<file path="config.mk">
export PLATFORM = sky130hd
export DESIGN_NAME = line_sequencer
export DESIGN_NICKNAME = d
export VERILOG_FILES = /design/src/rtl/line_pkg.sv /design/src/rtl/line_cmd_fifo.sv /design/src/rtl/line_sequencer.sv
export SDC_FILE = /design/constraint.sdc
export NUM_CORES = 1
export LEC_CHECK = 0
export CAP_MARGIN = 15
export CORE_MARGIN = 4
export CORE_UTILIZATION = 55
export CTS_CLUSTER_SIZE = 8
export DETAILED_ROUTE_END_ITERATION = 10
export PLACE_DENSITY = 0.79
export SLEW_MARGIN = 30
export SYNTH_ARGS = -nofsm -noshare
export SYNTH_HDL_FRONTEND = slang
export SYNTH_SLANG_ARGS = --single-unit
export TNS_END_PERCENT = 50
</file>
<file path="constraint.sdc">
create_clock -name clk -period 6.2 [get_ports clk]
set_input_delay 0.93 -clock clk [delete_from_list [all_inputs] [get_ports clk]]
set_output_delay 0.93 -clock clk [all_outputs]
set_load 0.01 [all_outputs]
</file>
<file path="src/rtl/line_pkg.sv">
// Shared types and helpers for the line sequencer and its command FIFO.
package line_pkg;

  localparam int unsigned COORD_W = 11;
  localparam int unsigned COLOR_W = 1;

  typedef struct packed {
    logic [COORD_W-1:0] x0;
    logic [COORD_W-1:0] y0;
    logic [COORD_W-1:0] x1;
    logic [COORD_W-1:0] y1;
    logic [COLOR_W-1:0] color;
  } line_cmd_t;

  typedef enum logic [1:0] {IDLE, LOAD, DRAW} seq_state_e;

  function automatic logic [COORD_W-1:0] abs_diff(input logic [COORD_W-1:0] a,
                                                  input logic [COORD_W-1:0] b);
    return (a > b) ? (a - b) : (b - a);
  endfunction

  // Pixel count of a line: the major-axis span plus one; needs one extra bit.
  function automatic logic [COORD_W:0] line_steps(input line_cmd_t c);
    logic [COORD_W-1:0] dx;
    logic [COORD_W-1:0] dy;
    logic [COORD_W-1:0] m;
    dx = abs_diff(c.x0, c.x1);
    dy = abs_diff(c.y0, c.y1);
    m  = (dx > dy) ? dx : dy;
    return {1'b0, m} + {{COORD_W{1'b0}}, 1'b1};
  endfunction

endpackage

</file>
<file path="src/rtl/line_cmd_fifo.sv">
// Small synchronous FIFO of line commands; head is visible on rdata while non-empty.
module line_cmd_fifo
  import line_pkg::*;
#(
  parameter int unsigned DEPTH = 4
) (
  input  logic      clk,
  input  logic      reset,
  input  logic      push,
  input  line_cmd_t wdata,
  input  logic      pop,
  output line_cmd_t rdata,
  output logic      full,
  output logic      empty
);

  localparam int unsigned AW = $clog2(DEPTH);

  line_cmd_t         mem_q [DEPTH];
  logic [AW-1:0]     wr_ptr_q;
  logic [AW-1:0]     rd_ptr_q;
  logic [AW:0]       count_q;
  logic              wr_en;
  logic              rd_en;

  // Qualify requests; a push while full is only accepted alongside a pop.
  always_comb begin
    rd_en = pop && !empty;
    wr_en = push && (!full || rd_en);
  end

  // Storage array; contents need no reset since count gates visibility.
  always_ff @(posedge clk) begin
    if (wr_en) begin
      mem_q[wr_ptr_q] <= wdata;
    end
  end

  // Pointer and occupancy tracking; pointers wrap naturally (power-of-two depth).
  always_ff @(posedge clk or negedge reset) begin
    if (!reset) begin
      wr_ptr_q <= '0;
      rd_ptr_q <= '0;
      count_q  <= '0;
    end else begin
      if (wr_en) wr_ptr_q <= wr_ptr_q + AW'(1);
      if (rd_en) rd_ptr_q <= rd_ptr_q + AW'(1);
      if (wr_en && !rd_en) begin
        count_q <= count_q + (AW+1)'(1);
      end else if (rd_en && !wr_en) begin
        count_q <= count_q - (AW+1)'(1);
      end
    end
  end

  assign rdata = mem_q[rd_ptr_q];
  assign full  = (count_q == (AW+1)'(DEPTH));
  assign empty = (count_q == '0);

endmodule

</file>
<file path="src/rtl/line_sequencer.sv">
// Buffers line commands, feeds the drawer one line at a time and qualifies its
// x/y stream into framebuffer writes, ending each line by step count.
module line_sequencer
  import line_pkg::*;
#(
  parameter int unsigned FIFO_DEPTH = 4
) (
  input  logic               clk,
  input  logic               reset,
  input  logic               cmd_valid,
  output logic               cmd_ready,
  input  logic [COORD_W-1:0] cmd_x0,
  input  logic [COORD_W-1:0] cmd_y0,
  input  logic [COORD_W-1:0] cmd_x1,
  input  logic [COORD_W-1:0] cmd_y1,
  input  logic [COLOR_W-1:0] cmd_color,
  output logic [COORD_W-1:0] ld_x0,
  output logic [COORD_W-1:0] ld_y0,
  output logic [COORD_W-1:0] ld_x1,
  output logic [COORD_W-1:0] ld_y1,
  output logic               ld_reset,
  input  logic [COORD_W-1:0] ld_x,
  input  logic [COORD_W-1:0] ld_y,
  output logic               pix_valid,
  output logic [COORD_W-1:0] pix_x,
  output logic [COORD_W-1:0] pix_y,
  output logic [COLOR_W-1:0] pix_color,
  output logic               busy,
  output logic [15:0]        lines_done
);

  seq_state_e       state_q, state_d;
  line_cmd_t        cur_q, cur_d;
  logic [COORD_W:0] steps_q, steps_d;
  logic [15:0]      lines_q, lines_d;
  logic             ready_q;
  logic             fifo_pop;
  logic             fifo_full;
  logic             fifo_empty;
  line_cmd_t        fifo_head;
  line_cmd_t        fifo_wdata;

  assign fifo_wdata = '{x0: cmd_x0, y0: cmd_y0, x1: cmd_x1, y1: cmd_y1, color: cmd_color};

  line_cmd_fifo #(
    .DEPTH (FIFO_DEPTH)
  ) u_fifo (
    .clk   (clk),
    .reset (reset),
    .push  (cmd_valid && cmd_ready),
    .wdata (fifo_wdata),
    .pop   (fifo_pop),
    .rdata (fifo_head),
    .full  (fifo_full),
    .empty (fifo_empty)
  );

  // Next-state: pop in IDLE or on the final pixel, load the step count in LOAD.
  always_comb begin
    state_d  = state_q;
    cur_d    = cur_q;
    steps_d  = steps_q;
    lines_d  = lines_q;
    fifo_pop = 1'b0;
    unique case (state_q)
      IDLE: begin
        if (!fifo_empty) begin
          fifo_pop = 1'b1;
          cur_d    = fifo_head;
          state_d  = LOAD;
        end
      end
      LOAD: begin
        steps_d = line_steps(cur_q);
        state_d = DRAW;
      end
      DRAW: begin
        steps_d = steps_q - (COORD_W+1)'(1);
        if (steps_q == (COORD_W+1)'(1)) begin
          lines_d = lines_q + 16'd1;
          if (!fifo_empty) begin
            fifo_pop = 1'b1;
            cur_d    = fifo_head;
            state_d  = LOAD;
          end else begin
            state_d = IDLE;
          end
        end
      end
      default: state_d = IDLE;
    endcase
  end

  // State registers; ready_q holds cmd_ready low until the first clock after reset.
  always_ff @(posedge clk or negedge reset) begin
    if (!reset) begin
      state_q <= IDLE;
      cur_q   <= '0;
      steps_q <= '0;
      lines_q <= '0;
      ready_q <= 1'b0;
    end else begin
      state_q <= state_d;
      cur_q   <= cur_d;
      steps_q <= steps_d;
      lines_q <= lines_d;
      ready_q <= 1'b1;
    end
  end

  // Outputs decoded from the registered state so reset clears them immediately.
  always_comb begin
    cmd_ready  = ready_q && !fifo_full;
    ld_x0      = cur_q.x0;
    ld_y0      = cur_q.y0;
    ld_x1      = cur_q.x1;
    ld_y1      = cur_q.y1;
    ld_reset   = (state_q == LOAD);
    pix_valid  = (state_q == DRAW);
    pix_x      = ld_x;
    pix_y      = ld_y;
    pix_color  = cur_q.color;
    busy       = (state_q != IDLE) || !fifo_empty;
    lines_done = lines_q;
  end

endmodule

</file>
# Yosys cells after proc, flatten, opt, wreduce, memory -nomap -nowiden
# Memory sizes are Yosys's and may differ from the RTL's.
# Index checks and enable logic that the tools add are counted.
[op_classes]
n_addsub = 11
magnitude_cmp = 3
n_eq_ne = 6
mux = 18
reduce_logical = 21
[op_table]
columns = ["operator", "count"]
rows = [
  ["2-to-1 mux 45 bit", 2],
  ["case mux 45 bit (2 select lines)", 1],
  ["subtractor 11 bit", 4],
  ["> comparator 11 bit", 3],
  ["2-to-1 mux 11 bit", 3],
  ["case mux 12 bit (2 select lines)", 1],
  ["adder 16 x 1 -> 16 bit, second input constant", 1],
  ["adder 11 x 1 -> 12 bit, second input constant", 1],
  ["equality test 12 x 1 -> 1 bit, second input constant", 1],
  ["subtractor 12 x 1 -> 12 bit, second input constant", 1],
  ["nonzero test 2 bit", 4],
  ["logical AND 1 bit", 6],
  ["2-to-1 mux 3 bit", 2],
  ["case mux 2 bit (3 select lines)", 1],
  ["AND reduction 2 bit", 3],
  ["2-to-1 mux 1 bit", 5],
  ["adder 2 x 1 -> 2 bit, second input constant", 2],
  ["zero test 1 bit", 4],
  ["2-to-1 mux 2 bit", 2],
  ["adder 3 x 1 -> 3 bit, second input constant", 1],
  ["equality test 3 bit, second input constant", 1],
  ["zero test 3 bit", 1],
  ["subtractor 3 x 1 -> 3 bit, second input constant", 1],
  ["equality test 2 x 1 -> 1 bit, second input constant", 1],
  ["6 further kinds", 7],
]
[totals]
reg_bits = 83
mem_bits_rw = 180
inputBits = 70
out_inout_bits = 87
wordCells = 72
memories = 1
[mem_list]
columns = ["name", "words", "width", "rd", "rd_clocked_by_memory_dff", "write_ports", "line", "rtl"]
rows = [
  ["u_fifo.mem_q", 4, 45, 1, 0, 1, "line_cmd_fifo.sv:19", "line_cmd_t mem_q [DEPTH];"],
]

# Logic depth before layout (Yosys ltp)
# Gate-level depths: netlist (run 1).
[depth]
word_depth = 11
ltp_mapped = 29
mapped_depth_nobuf = 27

# Cells and area by module
# Synthesis (run 1) repeated with hierarchy kept, for this count alone.
[unflattened]
hier_cells = 1012
area_unflattened_um2 = 13232.7
[by_module_without_submodules]
columns = ["mod", "instances", "cells_each", "area_per_inst_um2", "seq_area_each_um2"]
rows = [
  ["line_cmd_fifo", 1, 270, 6936.7, 5580.4],
  ["line_sequencer", 1, 742, 6296.0, 1901.8],
]

# Least setup slack after synthesis (run 1)
# OpenSTA, ideal clock, no wires.
[synth_path]
path_type = "flip-flop to flip-flop"
startpoint = "register cur_q (netlist bit ld_x0[3])"
endpoint = "register steps_q[10]"
setup_time_ps = 127
t_arrival_ps = 5316
t_required_ps = 6073
path_slack_ps = 757
stages_incl_launch_ff = 29
path_buffers = 4
synth_period_minus_slack_ps = 5443
path_cell_list = "dfrtp_1 > inv_1 > ha_1 > buf_2 > nand4_1 > or3_4 > a21boi_1 > buf_2 > nand2_1 > o31ai_1 > or2_2 > nor2b_1 > o21ai_0 > xor2_1 > ha_1 > nand3_1 > nor3_1 > and4_1 > a21o_1 > clkbuf_1 > clkbuf_1 > o21a_1 > ha_1 > inv_1 > a2111oi_4 > a31oi_2 > nor4_2 > xnor2_1 > o21ai_1"
[synth_between]
elab_chain_cells = 6
word_cells_on_any_way = 8
cone_classes = "3 x add/sub; 2 x order compare; 3 x mux"
[synth_rtl]
columns = ["item", "line", "rtl"]
rows = [
  ["from (decl)", "line_sequencer.sv:33", "line_cmd_t cur_q, cur_d;"],
  ["from (signal assigned)", "line_sequencer.sv:104", "cur_q <= cur_d;"],
  ["subtractor 11 bit or > comparator 11 bit (tied branches)", "line_pkg.sv:19", "return (a > b) ? (a - b) : (b - a);"],
  ["2-to-1 mux 11 bit *", "line_pkg.sv:19", ""],
  ["> comparator 11 bit", "line_pkg.sv:29", "m = (dx > dy) ? dx : dy;"],
  ["2-to-1 mux 11 bit *", "line_pkg.sv:29", ""],
  ["adder 11 x 1 -> 12 bit *", "line_pkg.sv:30", "return {1'b0, m} + {{COORD_W{1'b0}}, 1'b1};"],
  ["case mux 12 bit (2 select lines) *", "line_sequencer.sv:65", "unique case (state_q)"],
  ["to (signal assigned)", "line_sequencer.sv:105", "steps_q <= steps_d;"],
  ["to (decl)", "line_sequencer.sv:34", "logic [COORD_W:0] steps_q, steps_d;"],
]
# Every way passes the cells marked *; elsewhere a longest branch is shown, timed or not.
# A chain may end at the register's enable or synchronous reset.

# Final worst setup path (run 1)
[layout_path]
startpoint = "register cur_q (netlist bit ld_x0[0])"
endpoint = "register steps_q[10]"
# The elaborated chain is that of the path after synthesis.

==> results of run 1 <==
## critical path: stages, from the launching register on
cell	delay (ns)
sky130_fd_sc_hd__dfrtp_1	0.39
sky130_fd_sc_hd__inv_1	0.08
sky130_fd_sc_hd__ha_1	0.18
sky130_fd_sc_hd__inv_1	0.06
sky130_fd_sc_hd__fa_1	0.43
sky130_fd_sc_hd__nand3_1	0.11
sky130_fd_sc_hd__a21boi_0	0.12
sky130_fd_sc_hd__o41ai_1	0.52
sky130_fd_sc_hd__o31ai_1	0.15
sky130_fd_sc_hd__or2_2	0.33
sky130_fd_sc_hd__nor2b_1	0.12
sky130_fd_sc_hd__o21ai_0	0.10
sky130_fd_sc_hd__xor2_1	0.17
sky130_fd_sc_hd__ha_1	0.30
sky130_fd_sc_hd__nand3_1	0.09
sky130_fd_sc_hd__nor3_1	0.26
sky130_fd_sc_hd__a221oi_1	0.16
sky130_fd_sc_hd__a21o_2	0.35
sky130_fd_sc_hd__buf_4	0.20
sky130_fd_sc_hd__nand2_1	0.06
sky130_fd_sc_hd__o21a_1	0.13
sky130_fd_sc_hd__ha_1	0.18
sky130_fd_sc_hd__inv_1	0.09
sky130_fd_sc_hd__a2111oi_4	0.39
sky130_fd_sc_hd__a31oi_2	0.08
sky130_fd_sc_hd__nor4_2	0.31
sky130_fd_sc_hd__xnor2_1	0.15
sky130_fd_sc_hd__o21ai_1	0.07
## cells by family (layout without fill, tap and decap cells)
logic type	after synthesis	after routing
flip-flops	263	263
AO/OA/AOI/OAI	203	203
other	1	1
buffers and inverters	137	266
adder cells (fa/ha/maj)	71	71
AND/OR/NAND/NOR	243	243
XOR/XNOR	42	42
multiplexers	59	59
## state kept, by name, summed over array words and instances (netlist names), 2 cells and up
register	count
steps_q	12
ld_x0	11
state_q	2
u_fifo.mem_q	180
ld_y1	11
u_fifo.wr_ptr_q	2
ld_x1	11
u_fifo.count_q	3
u_fifo.rd_ptr_q	2
ld_y0	11
lines_done	16
## cell type report
cell class	count	area, um2
Sequential cell	263	7480
Fill cell	1692	7950
Tap cell	319	399
Timing Repair Buffer	128	1260
Inverter	71	267
Multi-Input combinational cell	619	5030
Clock buffer	64	1050
Clock inverter	3	33.8
## report_power, final
group	internal, uW	switching, uW	total [uW]	leakage, uW
Sequential	2040	43.1	2080	0.00264
Clock	1140	708	1850	0.000515
Combinational	100	146	246	0.00279
Total	3280	897	4180	0.00594
## placed cells by master (no fill, tap or decap), drive strengths merged, types with 4 or more instances in the layout
cell / count
nor3: 20
nand4: 9
o21a: 5
a211o: 4
fa: 5
or3: 5
and3: 12
nor2: 37
a31oi: 6
xnor2: 28
a21oi: 32
inv: 73
nand3: 24
nand2b: 10
buf: 17
ha: 66
mux4: 45
mux2i: 8
nor2b: 6
o31ai: 4
nand3b: 4
and2: 8
nand4b: 4
mux2: 6
a21o: 12
nor4: 5
o21ai: 81
a211oi: 9
a21boi: 6
xor2: 14
o211ai: 9
edfxtp: 180
nand2: 92
clkdlybuf4s50: 111
dfrtp: 83
clkbuf: 64
## path summary, 6_finish.rpt
kind	end	slack, ns	cells past startpoint
max reg2reg	steps_q[10]	0.49	27
min	lines_done[15]	0.41	1
max in group asynchronous	u_fifo.rd_ptr_q[0]	4.78	2
min reg2reg	lines_done[15]	0.47	1
min in group clk	lines_done[15]	0.47	1
max	steps_q[10]	0.49	27
## metal layers
| layer | GRT usage [%] | routed length [um] | vias up | part of all wire [%] |
|---|---|---|---|---|
| li1 | - | - | 3959 | - |
| met1 | 29.9 | 12200 | 4156 | 42 |
| met2 | 37.3 | 14400 | 279 | 50 |
| met3 | 4.73 | 1850 | 47 | 6.3 |
| met4 | 6.57 | 634 | 0 | 2.2 |
| met5 | 0 | 0 | - | 0 |
## metrics by stage
| stage | std cells | power (uW) | hold WS [ns] | worst slack (ns) | instance area (um2) |
|---|---|---|---|---|---|
| 6_report | 1467 | 4180 | 0.406 | 0.491 | 15500 |
| 5_1_grt | 1467 | 4340 | 0.437 | 0.0600 | 15500 |
| 4_1_cts | 1467 | 4220 | 0.420 | 0.300 | 15500 |
| 3_5_place_dp | 1400 | 2360 | 0.468 | 0.305 | 14400 |
| 3_3_place_gp | 1399 | 2340 | 0.460 | 0.539 | 14400 |
| 2_1_floorplan | 1019 | 2250 | 0.459 | 0.757 | 13100 |
==> results.ini, run 1 <==
[run_status]
status = complete, no violations

[clock_tree]
cts_tree = built
post_cts.resized_instances = 0
cts-htree-levels = 2
clk_transition_reported_paths_ns = 0.05
cts_hold_repair.buffers = 0
clockRootBuffer = sky130_fd_sc_hd__clkbuf_16
clk-insertion-delay-late_ns = 0.51
cts_made_buffers = 38
cts-root-to-sink-buffers = 3
post_cts_buffers = 0
cts_sinks = 263

[timing]
finalHoldViolCount = 0
achievable-frequency_mhz = 175
post-route-min-period_ns = 5.71
setup_total_negative_slack_ns = 0
final.setup_skew_ns = 0.0126
timing_max_transition_violations_final = 0
grt_setup_unrepaired = false
worst_slew_margin_rel_pct = 44.2
report.final.setup_viol = 0
final.period_utilization_pct = 92.1
worst_pin_slew_ns = 0.837

[synthesis]
area_fraction_in_compound_gates_after_synthesis_pct = 10.2
synthMostInstantiatedCell = sky130_fd_sc_hd__edfxtp_1
post_syn_instances = 1019
synth_edf_count = 180
synth-seq-area-share_pct = 57.1
syn_nets = 1160
combinational_family_with_the_most_area_after_synthesis = compound AO/OA/AOI/OAI gates
synth.area.top_cells = sky130_fd_sc_hd__edfxtp_1 (41%), sky130_fd_sc_hd__dfrtp_1 (16%), sky130_fd_sc_hd__mux4_2 (7.7%), sky130_fd_sc_hd__ha_1 (6.3%), sky130_fd_sc_hd__o21ai_0 (2.8%)
synth_simple_gate_area_share_pct = 9.20
synth_mux_area_share_pct = 8.86
synthDominantCellAreaShare_pct = 41.2
synth-seq-cells = 263
yosys_warnings = 0
mappedNetlistArea_um2 = 13100
dominant_synthesized_flop_cell = sky130_fd_sc_hd__edfxtp_1
post_synth.cell_area_avg_um2 = 12.9
synth_async_sr_flop_share_pct = 31.6
synth_adder_area_share_pct = 7.06
netlist.top_cell.by_area = sky130_fd_sc_hd__edfxtp_1
yosysUniqueCellTypes = 75
synthTopCellsByCount = sky130_fd_sc_hd__edfxtp_1 (180), sky130_fd_sc_hd__nand2_1 (92), sky130_fd_sc_hd__dfrtp_1 (83)
synthXorXnorAreaFrac_pct = 2.86

[drt]
finalWirelength_mm = 29.1
drc = 0
wl_per_cell_um = 19.8
detail_route.iter0.violations = 568
final_antenna_net_count = 0
average_vias_per_placed_instance = 5.75
first_pass_iters = 7
via_count = 8441

[final_layout]
drive_above_1_share_pct = 11.9
finish.utilization_pct = 66.1
design.final.nets = 1262
antennaDiodeCount = 0
area_growth_syn_to_layout_pct = 18.4

[global_routing]
pin_count_of_the_biggest_net_entering_global_routing = 88
globalRouteOverflowTotal = 0
global_route_wire_length_before_repair_mm = 46.0
overall_track_demand_over_capacity_in_global_routing_pct = 22.4
antenna_found_initial = 0
number_of_global_route_vias_before_repair = 8515

[critical_path]
timing.critical_path.from = ld_x0[0]
worstSetupStartpointType = flop
crit_path_end_kind = flop
worst-endpoint-arrival_ns = 6.09
rr_startpoint = ld_x0[0]
worst-path-max-fanout = 11
critical_path_class = flop to flop
cp.required_ns = 6.58

[die]
core_area_um2 = 23500
chipWidth_um = 162
die_area_um2 = 26400
floorplan.die.height_um = 162
initial_core_util_pct = 55.8
rows = 56
pin_count = 157

[place]
post-dp-hpwl_mm = 20.0
buffer_ports.inserted = 112
final_gp_congestion = 0.880

[pwr]
power.leakage_uw = 0.00594
powerDensity_nw_per_um2 = 269
ir_drop_uv = 236

[worst_hold_path]
worstHoldPathType = input port to asynchronous set/reset pin

[flow_run]
max_cap_violation_count = 0

(Power assumes the default switching activity.)
==> run 2: changes to the inputs <==
--- a/config.mk
+++ b/config.mk
@@ -6,6 +6,7 @@
 export NUM_CORES = 1
 export LEC_CHECK = 0
 export CAP_MARGIN = 15
+export CORE_ASPECT_RATIO = 0.5
 export CORE_MARGIN = 4
 export CORE_UTILIZATION = 55
 export CTS_CLUSTER_SIZE = 8
==> results.ini, run 2 (synthesized netlist as in run 1, its figures left out) <==
[critical_path]
critical_path_class = flop to flop
worst-path-max-fanout = 15
worst-endpoint-arrival_ns = 6.02
crit_path_end_kind = flop
cp.required_ns = 6.61
worstSetupStartpointType = flop

[timing]
grt_setup_unrepaired = false
worst_pin_slew_ns = 0.855
fin_hold_ws_ns = 0.372
timing_max_transition_violations_final = 0
worst_slew_margin_rel_pct = 43.0
post-route-min-period_ns = 5.61
finalHoldViolCount = 0
final.setup_skew_ns = 0.0217
report.final.setup_viol = 0
setup_total_negative_slack_ns = 0
achievable-frequency_mhz = 178
final.period_utilization_pct = 90.5

[pwr]
ir_drop_uv = 194
powerDensity_nw_per_um2 = 275
power.leakage_uw = 0.00592

[clock_tree]
clk-insertion-delay-late_ns = 0.54
cts_made_buffers = 38
cts-root-to-sink-buffers = 3
clockRootBuffer = sky130_fd_sc_hd__clkbuf_16
clk_transition_reported_paths_ns = 0.06
cts-htree-levels = 2
cts_sinks = 263
cts_hold_repair.buffers = 0
cts_tree = built

[final_layout]
layout_common_cells = sky130_fd_sc_hd__edfxtp_1 (180), sky130_fd_sc_hd__clkdlybuf4s50_1 (111), sky130_fd_sc_hd__nand2_1 (92)
instances_no_fill = 1451
drive_above_1_share_pct = 11.4
most_common_cell_after_layout_fill_and_taps_aside = sky130_fd_sc_hd__edfxtp_1
area_used_by_multi_input_combinational_logic_um2 = 5030
design.final.nets = 1258
max_flop_register = u_fifo.mem_q
ff_latch_area_um2 = 7490
filler_cell_count_in_the_final_layout = 1589
area_growth_syn_to_layout_pct = 18.1
finish.utilization_pct = 66.9
antennaDiodeCount = 0
largest_register_ff_count = 180

[worst_hold_path]
worstHoldPathType = input port to asynchronous set/reset pin

[place]
buffer_ports.inserted = 112
final_gp_congestion = 0.955
post-dp-hpwl_mm = 21.2
placedCellCount = 1384

[drt]
drc = 0
detail_route.iter0.violations = 931
final_antenna_net_count = 0
first_pass_iters = 5
average_vias_per_placed_instance = 6.01
via_count = 8719
finalWirelength_mm = 31.7
wl_per_cell_um = 21.8

[global_routing]
globalRouteOverflowTotal = 0
overall_track_demand_over_capacity_in_global_routing_pct = 24.2
antenna_found_initial = 1
global_route_wire_length_before_repair_mm = 49.5
number_of_global_route_vias_before_repair = 8830
pin_count_of_the_biggest_net_entering_global_routing = 88

[run_status]
status = complete, no violations

[die]
initial_core_util_pct = 56.7
floorplan.die.height_um = 117
core_area_um2 = 23100
die_area_um2 = 26500
pin_count = 157
chipWidth_um = 226
rows = 39

[flow_run]
max_cap_violation_count = 0

## run 2: cell count changes in the layout (fill, tap and decap cells not counted), sizes merged
cell | previous run | this run
buf | 17 | 13
## run 2: worst paths after layout
check | from | to | slack, ns | depth (start not counted)
worst max-delay path | ld_y0[3] | steps_q[10] | 0.59 | 24
worst min-delay path | reset | ld_x0[4] | 0.37 | 1
worst max register to register | ld_y0[3] | steps_q[10] | 0.59 | 24
worst min register to register | lines_done[15] | lines_done[15] | 0.48 | 1
max in group asynchronous | reset | u_fifo.rd_ptr_q[0] | 4.76 | 2
min in group clk | lines_done[15] | lines_done[15] | 0.48 | 1
## run 2: per-stage QoR
stage          instance area [um2]  worst slack [ns]  power [uW]
2_1_floorplan                13100             0.757        2250
3_3_place_gp                 14400             0.750        2340
4_1_cts                      15500             0.529        4290
6_report                     15500             0.592        4260
3_5_place_dp                 14400             0.547        2360
5_1_grt                      15500            0.0491        4410
## run 2: power by group
| group | internal (uW) | switching (uW) | total, uW |
|---|---|---|---|
| clock | 1150 | 772 | 1930 |
| combinational | 101 | 149 | 250 |
| sequential | 2040 | 47.6 | 2080 |
## run 2: final cells by class
| cell class | instances | share of cell area [%] |
|---|---|---|
| clock inverter | 3 | 0.380 |
| timing repair buffer | 124 | 7.81 |
| tap | 307 | 2.48 |
| multi-input combinational | 619 | 32.5 |
| inverter | 71 | 1.72 |
| sequential | 263 | 48.4 |
| clock buffer | 64 | 6.77 |
## run 2: worst max-delay path: stages, from the launching register on
cell	delay [ns]
sky130_fd_sc_hd__dfrtp_1	0.40
sky130_fd_sc_hd__inv_1	0.10
sky130_fd_sc_hd__ha_1	0.45
sky130_fd_sc_hd__o211a_1	0.20
sky130_fd_sc_hd__o31a_1	0.20
sky130_fd_sc_hd__a31oi_2	0.18
sky130_fd_sc_hd__o21ai_2	0.51
sky130_fd_sc_hd__mux2i_1	0.17
sky130_fd_sc_hd__xnor2_1	0.46
sky130_fd_sc_hd__inv_1	0.14
sky130_fd_sc_hd__ha_1	0.32
sky130_fd_sc_hd__nand3_1	0.08
sky130_fd_sc_hd__nor3_1	0.22
sky130_fd_sc_hd__a221oi_1	0.14
sky130_fd_sc_hd__a21oi_1	0.16
sky130_fd_sc_hd__buf_4	0.23
sky130_fd_sc_hd__nor2_1	0.06
sky130_fd_sc_hd__a21oi_1	0.18
sky130_fd_sc_hd__ha_1	0.22
sky130_fd_sc_hd__inv_1	0.08
sky130_fd_sc_hd__a2111oi_4	0.36
sky130_fd_sc_hd__a31oi_2	0.09
sky130_fd_sc_hd__nor4_2	0.33
sky130_fd_sc_hd__xnor2_1	0.15
sky130_fd_sc_hd__o21ai_1	0.07
## run 2: what timing repair did
action | in CTS | in global routing
setup endpoints to repair | 0 | 5
gates resized for setup | 0 | 2
buffers inserted | 0 | 0
## run 2: per-layer routing
layer  vias up  global-route usage [%]  wire, um
li1       3949                       -         -
met1      4328                    33.4     13600
met2       385                    40.6     15100
met3        55                    4.83      2310
met4         2                    5.92       578
met5         -                       0        13
==> run 3: changes to the inputs <==
--- a/config.mk
+++ b/config.mk
@@ -11,6 +11,7 @@
 export CORE_UTILIZATION = 55
 export CTS_CLUSTER_SIZE = 8
 export DETAILED_ROUTE_END_ITERATION = 10
+export GPL_TIMING_DRIVEN = 0
 export PLACE_DENSITY = 0.79
 export SLEW_MARGIN = 30
 export SYNTH_ARGS = -nofsm -noshare
==> results.ini, run 3 (synthesized netlist as in run 1, its figures left out) <==
[run_status]
status = complete, no violations

[drt]
finalWirelength_mm = 32.4
wl_per_cell_um = 21.0
via_count = 9059
detail_route.iter0.violations = 968
final_antenna_net_count = 0
first_pass_iters = 5
average_vias_per_placed_instance = 5.89
drc = 0

[die]
pin_count = 157
initial_core_util_pct = 56.7
die_area_um2 = 26500
core_area_um2 = 23100
floorplan.die.height_um = 117
rows = 39
chipWidth_um = 226

[critical_path]
r2r-end = steps_q[10]
timing.critical_path.buf_inv = 5
cp.required_ns = 6.58
ff2ff_setup_slack_ns = 0.40
timing.critical_path.depth = 27
worstSetupStartpointType = flop
critical-path-max-stage-delay_ns = 0.44
critical_path_class = flop to flop
worst-path-max-fanout = 10
worst-endpoint-arrival_ns = 6.18
reg2regPathDepth = 27
slowest_stage = sky130_fd_sc_hd__or3_4
cp-endpoint = steps_q[10]
crit_path_frequent_cell = sky130_fd_sc_hd__ha_1
cpLargestDelayFamily = simple AND/OR/NAND/NOR gates
rr_startpoint = ld_x0[4]
timing.critical_path.from = ld_x0[4]
crit_path_end_kind = flop

[final_layout]
max_flop_register = u_fifo.mem_q
drive_above_1_share_pct = 14.0
design.final.nets = 1343
area_growth_syn_to_layout_pct = 23.6
layout_common_cells = sky130_fd_sc_hd__edfxtp_1 (180), sky130_fd_sc_hd__clkdlybuf4s50_1 (133), sky130_fd_sc_hd__nand2_1 (92)
most_common_cell_after_layout_fill_and_taps_aside = sky130_fd_sc_hd__edfxtp_1
largest_register_ff_count = 180
instances_no_fill = 1538

[global_routing]
grtUsageMet1_pct = 33.9
grt-busiest-layer = met2
global_route_wire_length_before_repair_mm = 51.0
globalRouteOverflowTotal = 0
global_route_track_usage_on_met3_pct = 4.61
pin_count_of_the_biggest_net_entering_global_routing = 66
grt.met2_usage_pct = 41.8
antenna_found_initial = 1
number_of_global_route_vias_before_repair = 9181
overall_track_demand_over_capacity_in_global_routing_pct = 24.8

[timing]
worst_slew_margin_rel_pct = 40.0
setup_total_negative_slack_ns = 0
post-route-min-period_ns = 5.80
fin_hold_ws_ns = 0.238
worst_pin_slew_ns = 0.899
timing_max_transition_violations_final = 0
final.period_utilization_pct = 93.5
achievable-frequency_mhz = 173
final.setup_skew_ns = 0.0309
report.final.setup_viol = 0
finalHoldViolCount = 0

[place]
placedCellCount = 1465
buffer_ports.inserted = 134
post-dp-hpwl_mm = 22.5
final_gp_congestion = 0.927

[worst_hold_path]
worstHoldPathType = input port to asynchronous set/reset pin

[clock_tree]
clockRootBuffer = sky130_fd_sc_hd__clkbuf_16
cts_tree = built
clk_transition_reported_paths_ns = 0.06
clk-insertion-delay-late_ns = 0.53
cts-root-to-sink-buffers = 3
cts-htree-levels = 2
cts_sinks = 263
cts_made_buffers = 38

[pwr]
ir_drop_uv = 222
power.leakage_uw = 0.00625
powerDensity_nw_per_um2 = 265

[flow_run]
max_cap_violation_count = 0

[run 3: cell types whose count changed in the layout (fill, tap and decap cells not counted), sizes merged]
cell and change:
buf +35, clkbuf +29, clkdlybuf4s50 +22, diode +1
[run 3: what timing repair did]
item	in CTS	in global routing
hold buffers	0	0
resized for setup	4	13
pin swaps	0	2
setup buffers	0	4
endpoints found under the setup margin	3	5
[run 3: stage by stage]
step	utilization, %	power (uW)	area (um2)	worst slack (ns)
finish	70.0	4300	16200	0.403
global route	70.0	4460	16200	-0.0117
CTS	69.7	4330	16100	0.0878
detailed placement	64.8	2410	15000	-0.235
global placement	64.1	2370	14800	-0.245
floorplan	-	2250	13100	0.757
[run 3: final cells by class]
cell class | count | area [um2]
fill | 1558 | 6930
clock inverter | 3 | 58.8
buffer | 65 | 355
inverter | 71 | 267
antenna | 1 | 2.50
sequential | 263 | 7480
clock buffer | 65 | 1050
multi-input combinational | 619 | 5080
timing repair buffer | 144 | 1520
tap | 307 | 384
[run 3: worst min path at each step]
stage / depth (start not counted) / endpoint / slack (ns)
6_report: 1 / ld_x1[9] / 0.24
5_1_grt: 1 / ld_x1[7] / 0.24
4_1_cts: 1 / ld_x1[7] / 0.23
3_5_place_dp: 1 / lines_done[15] / 0.47
3_3_place_gp: 1 / lines_done[15] / 0.46
2_1_floorplan: 1 / u_fifo.count_q[2] / 0.46
[run 3: metal layers]
| metal | vias to the layer above | wire length [um] |
|---|---|---|
| li1 | 4126 | - |
| met1 | 4538 | 14100 |
| met2 | 338 | 15500 |
| met3 | 57 | 2110 |
| met4 | 0 | 718 |
| met5 | - | 0 |
[run 3: power breakdown]
part / internal (uW) / switching, uW
clock network: 1160 / 757
logic: 142 / 162
registers: 2030 / 45.5
